==> config.mk <==
export PLATFORM = sky130hd
export DESIGN_NAME = stopwatch_multi
export DESIGN_NICKNAME = d
export VERILOG_FILES = /design/src/rtl/stopwatch_pkg.sv /design/src/rtl/button_debouncer.sv /design/src/rtl/stopwatch_multi.sv
export SDC_FILE = /design/constraint.sdc
export NUM_CORES = 1
export LEC_CHECK = 0
export CORE_UTILIZATION = 55
export CTS_CLUSTER_DIAMETER = 40
export DETAILED_ROUTE_END_ITERATION = 12
export PLACE_DENSITY = 0.82
export SLEW_MARGIN = 20
export SYNTH_ARGS = -nofsm -noshare
export SYNTH_HDL_FRONTEND = slang
export SYNTH_HIERARCHICAL = 1
export SYNTH_SLANG_ARGS = --single-unit
==> constraint.sdc <==
create_clock -name clk100_i -period 2.45 [get_ports clk100_i]
set_input_delay 0.49 -clock clk100_i [delete_from_list [all_inputs] [get_ports clk100_i]]
set_output_delay 0.49 -clock clk100_i [all_outputs]
set_load 0.1 [all_outputs]
==> src/rtl/stopwatch_pkg.sv <==
// Shared types and helpers for the multi-digit stopwatch: FSM states,
// 7-segment encoding and per-digit radix.
package stopwatch_pkg;

    typedef enum logic [1:0] {
        IDLE = 2'd0,
        RUN  = 2'd1,
        SET  = 2'd2
    } state_e;

    // Active-low gfedcba; anything above 9 blanks the digit.
    function automatic logic [6:0] seg7(input logic [3:0] v);
        case (v)
            4'd0:    return 7'h40;
            4'd1:    return 7'h79;
            4'd2:    return 7'h24;
            4'd3:    return 7'h30;
            4'd4:    return 7'h19;
            4'd5:    return 7'h12;
            4'd6:    return 7'h02;
            4'd7:    return 7'h78;
            4'd8:    return 7'h00;
            4'd9:    return 7'h10;
            default: return 7'h7F;
        endcase
    endfunction

    function automatic logic [3:0] radix(input int i);
        return (i == 3 || i == 5) ? 4'd6 : 4'd10;
    endfunction

endpackage

==> src/rtl/button_debouncer.sv <==
// Two-flop synchroniser plus stability counter for one active-low button;
// emits a single-cycle pulse once a press has been stable for CYCLES cycles.
module button_debouncer #(
    parameter int unsigned CYCLES = 1_000_000
) (
    input  logic clk100_i,
    input  logic rstn_i,
    input  logic btn_ni,
    output logic press_o
);

    localparam int unsigned   CW   = (CYCLES > 1) ? $clog2(CYCLES) : 1;
    localparam logic [CW-1:0] LAST = CW'(CYCLES - 1);

    logic          sync1_q, sync2_q;
    logic          stable_q, stable_d;
    logic          press_q, press_d;
    logic [CW-1:0] cnt_q, cnt_d;

    // The counter only runs while the synchronised level disagrees with the
    // accepted level; any bounce back restarts qualification from zero.
    always_comb begin
        cnt_d    = '0;
        stable_d = stable_q;
        press_d  = 1'b0;
        if (sync2_q != stable_q) begin
            if (cnt_q == LAST) begin
                stable_d = sync2_q;
                press_d  = ~sync2_q;
            end else begin
                cnt_d = cnt_q + 1'b1;
            end
        end
    end

    always_ff @(posedge clk100_i or negedge rstn_i) begin
        if (!rstn_i) begin
            sync1_q  <= 1'b1;
            sync2_q  <= 1'b1;
            stable_q <= 1'b1;
            press_q  <= 1'b0;
            cnt_q    <= '0;
        end else begin
            sync1_q  <= btn_ni;
            sync2_q  <= sync1_q;
            stable_q <= stable_d;
            press_q  <= press_d;
            cnt_q    <= cnt_d;
        end
    end

    assign press_o = press_q;

endmodule

==> src/rtl/stopwatch_multi.sv <==
// Multi-digit stopwatch: debounced buttons, IDLE/RUN/SET control, prescaled
// mixed-radix counter, lap freeze, sticky overflow and registered segments.
module stopwatch_multi
    import stopwatch_pkg::*;
#(
    parameter int unsigned CLK_FREQ_HZ     = 100_000_000,
    parameter int unsigned TICK_HZ         = 100,
    parameter int unsigned DIGITS          = 4,
    parameter int unsigned DEBOUNCE_CYCLES = 1_000_000
) (
    input  logic                  clk100_i,
    input  logic                  rstn_i,
    input  logic                  start_stop_i,
    input  logic                  set_i,
    input  logic                  change_i,
    input  logic                  lap_i,
    output logic [7*DIGITS-1:0]   hex_o,
    output logic [DIGITS-1:0]     sel_o,
    output logic                  running_o,
    output logic                  set_mode_o,
    output logic                  overflow_o
);

    localparam int unsigned   DIV   = CLK_FREQ_HZ / TICK_HZ;
    localparam int unsigned   PW    = (DIV > 1) ? $clog2(DIV) : 1;
    localparam logic [PW-1:0] PLAST = PW'(DIV - 1);
    localparam int unsigned   DW    = $clog2(DIGITS);
    localparam logic [DW-1:0] DLAST = DW'(DIGITS - 1);

    logic ev_ss, ev_set, ev_chg, ev_lap;
    logic do_set, do_ss, do_chg, do_lap;

    button_debouncer #(.CYCLES(DEBOUNCE_CYCLES)) u_db_ss  (.clk100_i(clk100_i), .rstn_i(rstn_i), .btn_ni(start_stop_i), .press_o(ev_ss));
    button_debouncer #(.CYCLES(DEBOUNCE_CYCLES)) u_db_set (.clk100_i(clk100_i), .rstn_i(rstn_i), .btn_ni(set_i),        .press_o(ev_set));
    button_debouncer #(.CYCLES(DEBOUNCE_CYCLES)) u_db_chg (.clk100_i(clk100_i), .rstn_i(rstn_i), .btn_ni(change_i),     .press_o(ev_chg));
    button_debouncer #(.CYCLES(DEBOUNCE_CYCLES)) u_db_lap (.clk100_i(clk100_i), .rstn_i(rstn_i), .btn_ni(lap_i),        .press_o(ev_lap));

    // Only the highest-priority event of a cycle is acted upon.
    assign do_set = ev_set;
    assign do_ss  = ev_ss  & ~ev_set;
    assign do_chg = ev_chg & ~ev_set & ~ev_ss;
    assign do_lap = ev_lap & ~ev_set & ~ev_ss & ~ev_chg;

    state_e                   state_q, state_d;
    logic [DW-1:0]            dig_q, dig_d;
    logic                     freeze_q, freeze_d;
    logic [PW-1:0]            presc_q, presc_d;
    logic [DIGITS-1:0][3:0]   cnt_q, cnt_d;
    logic                     ovf_q, ovf_d;
    logic [7*DIGITS-1:0]      hex_q, hex_d;
    logic                     tick, clear, edit, carry;

    always_comb begin
        state_d  = state_q;
        dig_d    = dig_q;
        freeze_d = freeze_q;
        clear    = 1'b0;
        edit     = 1'b0;
        unique case (state_q)
            IDLE: begin
                if (do_set) begin
                    state_d = SET;
                    dig_d   = '0;
                end else if (do_ss) begin
                    state_d = RUN;
                end else if (do_chg) begin
                    clear = 1'b1;
                end
            end
            RUN: begin
                if (do_set) begin
                    state_d  = SET;
                    dig_d    = '0;
                    freeze_d = 1'b0;
                end else if (do_ss) begin
                    state_d  = IDLE;
                    freeze_d = 1'b0;
                end else if (do_lap) begin
                    freeze_d = ~freeze_q;
                end
            end
            SET: begin
                if (do_set) begin
                    if (dig_q == DLAST) begin
                        state_d = IDLE;
                        dig_d   = '0;
                    end else begin
                        dig_d = dig_q + 1'b1;
                    end
                end else if (do_chg) begin
                    edit = 1'b1;
                end
            end
            default: state_d = IDLE;
        endcase
    end

    // Prescaler idles at zero outside RUN, so entering RUN starts a full period.
    assign tick = (state_q == RUN) && (presc_q == PLAST);

    always_comb begin
        presc_d = '0;
        if (state_q == RUN && !tick) presc_d = presc_q + 1'b1;
    end

    always_comb begin
        cnt_d = cnt_q;
        ovf_d = ovf_q;
        carry = 1'b0;
        if (tick) begin
            carry = 1'b1;
            for (int unsigned i = 0; i < DIGITS; i++) begin
                if (carry) begin
                    if (cnt_q[i] == radix(int'(i)) - 4'd1) begin
                        cnt_d[i] = '0;
                    end else begin
                        cnt_d[i] = cnt_q[i] + 4'd1;
                        carry    = 1'b0;
                    end
                end
            end
            if (carry) ovf_d = 1'b1;
        end else if (clear) begin
            cnt_d = '0;
            ovf_d = 1'b0;
        end else if (edit) begin
            for (int unsigned i = 0; i < DIGITS; i++) begin
                if (dig_q == DW'(i))
                    cnt_d[i] = (cnt_q[i] == radix(int'(i)) - 4'd1) ? 4'd0 : cnt_q[i] + 4'd1;
            end
        end
    end

    // While frozen the segment register simply stops loading.
    always_comb begin
        hex_d = hex_q;
        if (!freeze_q) begin
            for (int unsigned i = 0; i < DIGITS; i++) hex_d[7*i +: 7] = seg7(cnt_q[i]);
        end
    end

    always_ff @(posedge clk100_i or negedge rstn_i) begin
        if (!rstn_i) begin
            state_q  <= IDLE;
            dig_q    <= '0;
            freeze_q <= 1'b0;
            presc_q  <= '0;
            cnt_q    <= '0;
            ovf_q    <= 1'b0;
            hex_q    <= {DIGITS{7'h40}};
        end else begin
            state_q  <= state_d;
            dig_q    <= dig_d;
            freeze_q <= freeze_d;
            presc_q  <= presc_d;
            cnt_q    <= cnt_d;
            ovf_q    <= ovf_d;
            hex_q    <= hex_d;
        end
    end

    always_comb begin
        sel_o = '0;
        if (state_q == SET) begin
            for (int unsigned i = 0; i < DIGITS; i++) sel_o[i] = (dig_q == DW'(i));
        end
    end

    assign hex_o      = hex_q;
    assign running_o  = (state_q == RUN);
    assign set_mode_o = (state_q == SET);
    assign overflow_o = ovf_q;

endmodule

==> run summary <==
Hold Path Class: in -> async
Mean post-synth cell area: 9.96 sq um
WL per Instance: 14.4 um
Vias: 6500
Dpl hpwl: 11300 um
Die height: 127 um
Skew-Pair Late Insertion Delay: 0.43 ns
Clock root cell: clkbuf_16
Input/output buffers: 40
CTS H-tree lvls: 4
Post-Layout Cell Count: 1151
Post-synth top area share: 43.5%
P&R area growth vs syn: 16.4%
Crit path to: cnt_q[11]$_DFFE_PN0P_
Reg2reg end: cnt_q[11]$_DFFE_PN0P_
Crit start category: register
Number of enable flip-flop cells after synthesis: 0
Reg2reg path depth: 5
# nets final: 962
Data arrival, critical path: 2.73 ns
First-pass GRT wire length: 28700 um
RR Startpoint: presc_q[8]$_DFF_PN0_
Status: completed
Worst reg2reg setup slack: 0.07 ns
Cell variety after synth: 59
# fillers: 1157
Top cell type by total area after synthesis: dfrtp_1
Number of global-route vias before repair: 6180
Worst setup EP type: register
CTS tree: built
Max stage delay cell, worst path: or4b_4
CP required: 2.80 ns
Leading cell type by number of instances after synthesis: dfrtp_1
VDD IR-drop max: 0.829 mV
WL final: 16600 um
Final min period: 2.38 ns
First-pass DRT Iterations: 5
Power per Cell Area: 570 nW/um^2
Largest net degree at the start of global routing: 56
Final Hold Viols: 0
DRC: 0
Top FF cell, synth: dfrtp_1
Residual overflow from global routing: 0
Asr flop ratio synth: 100%
Core Region: 15300 sq um
CP Launch Point: presc_q[8]$_DFF_PN0_
Clk_skew: 0.00694 ns
Worst hold slack: 0.0164 ns
Clk slew on worst S/H paths: 0.07 ns
Slew headroom: 60.0%
Row count: 45
Leakage: 4.24 nW
CP Cell Sequence: or4b_4, or4_4, o31a_1, or4_4, o211ai_2
DRT antenna net count: 0
Max-Cap Viols: 0
Sequential area share after synthesis: 48.4%
Layout cells sized above 1: 16.6%
Fin util: 65.8%
Mapped Cells: 866
Final WS setup: 0.0740 ns
Maximum clock frequency: 421 MHz
Count of final setup violators: 0
CP Max Fanout: 3
CTS Buf Count: 17
Initial Util: 56.5%
Slew at the pin closest to its max-slew limit: 0.595 ns
Ranking of synthesized cells by area: dfrtp_1, dfstp_2, nor2_1
Placed cell count: 1118
Setup CP Type: reg -> reg
Io pins: 41
Ys Warns: 6
Maximum clock path buffer count: 2
Net Count, Synth: 901
Die width: 127 um
Synth Register Bits: 166
Initial antenna violation count: 0
Crit path largest cell delay: 0.55 ns
Synthesized cell area: 8630 sq um
GPL Wtd Cong: 0.792
Slew Limit Fails: 0
CTS Hold Bufs: 0
Iter 0 DRT Violations: 394
Leading cell types by count after synthesis: dfrtp_1, nor2_1, nand2_1, o21ai_0, a21oi_1
Die footprint: 16200 sq um
RSZ-0062 raised after global routing: no
Worst slack, placed: 0.0369 ns
Inserted Diodes: 0
Sink Count: 166
GRT Util Overall: 22.2%
Vias per cell: 5.65
Most used cell, CP: or4_4
Tcrit/Tclk final: 97.0%
-- layout make-up --
cell class | count | area (sq um) | share of cell area [%]
sequential | 166 | 4170 | 41.6
clock buffer | 18 | 439 | 4.37
timing repair buffer | 66 | 609 | 6.07
inverter | 32 | 124 | 1.23
clock inverter | 14 | 188 | 1.87
tap | 211 | 264 | 2.63
multi-input combinational | 644 | 4250 | 42.3
-- kinds of logic (layout without fill, tap and decap cells) --
kind of cell / after synthesis / after routing / synth area share [%]
DFF: 166 / 166 / 48.4
buffers and inverters: 56 / 130 / 2.60
muxes: 14 / 14 / 1.81
and+or+nand+nor: 376 / 376 / 24.3
xor gates and xnor gates: 75 / 75 / 7.61
AOI/OAI and AO/OA: 150 / 150 / 11.1
adders and majority gates: 29 / 29 / 4.21
-- report_power, final --
group	internal, mW	switching, mW	leakage, nW
clock	1.66	1.13	0.310
sequential	2.77	0.0207	2.25
combinational	0.0466	0.0903	1.68
-- flip-flops by register name, indices dropped and copies added, names as in the netlist, 2 cells and up --
signal          cells
u_db_ss/cnt_q      20
cnt_q              16
u_db_lap/cnt_q     20
hex_o              28
state_q             2
dig_q               2
presc_q            20
u_db_chg/cnt_q     20
u_db_set/cnt_q     20
-- metrics by stage --
| step | power (mW) | TNS (ns) | cell area, sq um |
|---|---|---|---|
| 5_1_grt | 5.95 | 0 | 10000 |
| 4_1_cts | 5.79 | 0 | 10000 |
| 6_report | 5.72 | 0 | 10000 |
| 2_1_floorplan | 2.89 | -0.0127 | 8640 |
| 3_3_place_gp | 2.98 | 0 | 9410 |
| 3_5_place_dp | 2.98 | 0 | 9410 |
-- critical path: cells and delay by family (launching register included) --
kind,cells,cell delay (ns)
and+or+nand+nor,3,1.57
AOI/OAI and AO/OA,2,0.34
DFF,1,0.39
-- metal layers --
layer | GRT usage (%) | wire (um)
met5 | 0 | 0
met4 | 5.81 | 204
met3 | 5.49 | 561
met2 | 36.4 | 8030
met1 | 29.6 | 7830
-- repair_timing --
item	CTS	global route
buffers inserted	1	0
pin swaps	0	1
gates resized for setup	0	1
endpoints found under the setup margin	1	1
-- cells in the final DEF, fill, tap and decap left out, types with 16 or more instances in the layout --
cell type	instances
nand3_1	35
buf_4	53
nand4_1	16
o31ai_1	23
dfstp_2	16
xor2_1	39
xnor2_1	36
nor2_1	105
inv_1	31
a21oi_1	44
nand2_1	75
dfrtp_1	150
ha_1	29
clkbuf_16	17
o21ai_0	59
-- how the worst min path moves through the flow --
stage | to | startpoint | slack (ns) | cells past startpoint
6_report | cnt_q[1]$_DFFE_PN0P_ | rstn_i | 0.02 | 1
5_1_grt | hex_o[14]$_DFFE_PN0N_ | rstn_i | 0.04 | 1
4_1_cts | cnt_q[1]$_DFFE_PN0P_ | rstn_i | 0.02 | 1
3_5_place_dp | u_db_lap/sync2_q$_DFF_PN1_ | u_db_lap/sync1_q$_DFF_PN1_ | 0.35 | 0
3_3_place_gp | u_db_ss/sync2_q$_DFF_PN1_ | u_db_ss/sync1_q$_DFF_PN1_ | 0.35 | 0
2_1_floorplan | cnt_q[0]$_DFFE_PN0P_ | rstn_i | 0.19 | 0
No activity file was read; power rests on OpenSTA's default activity.
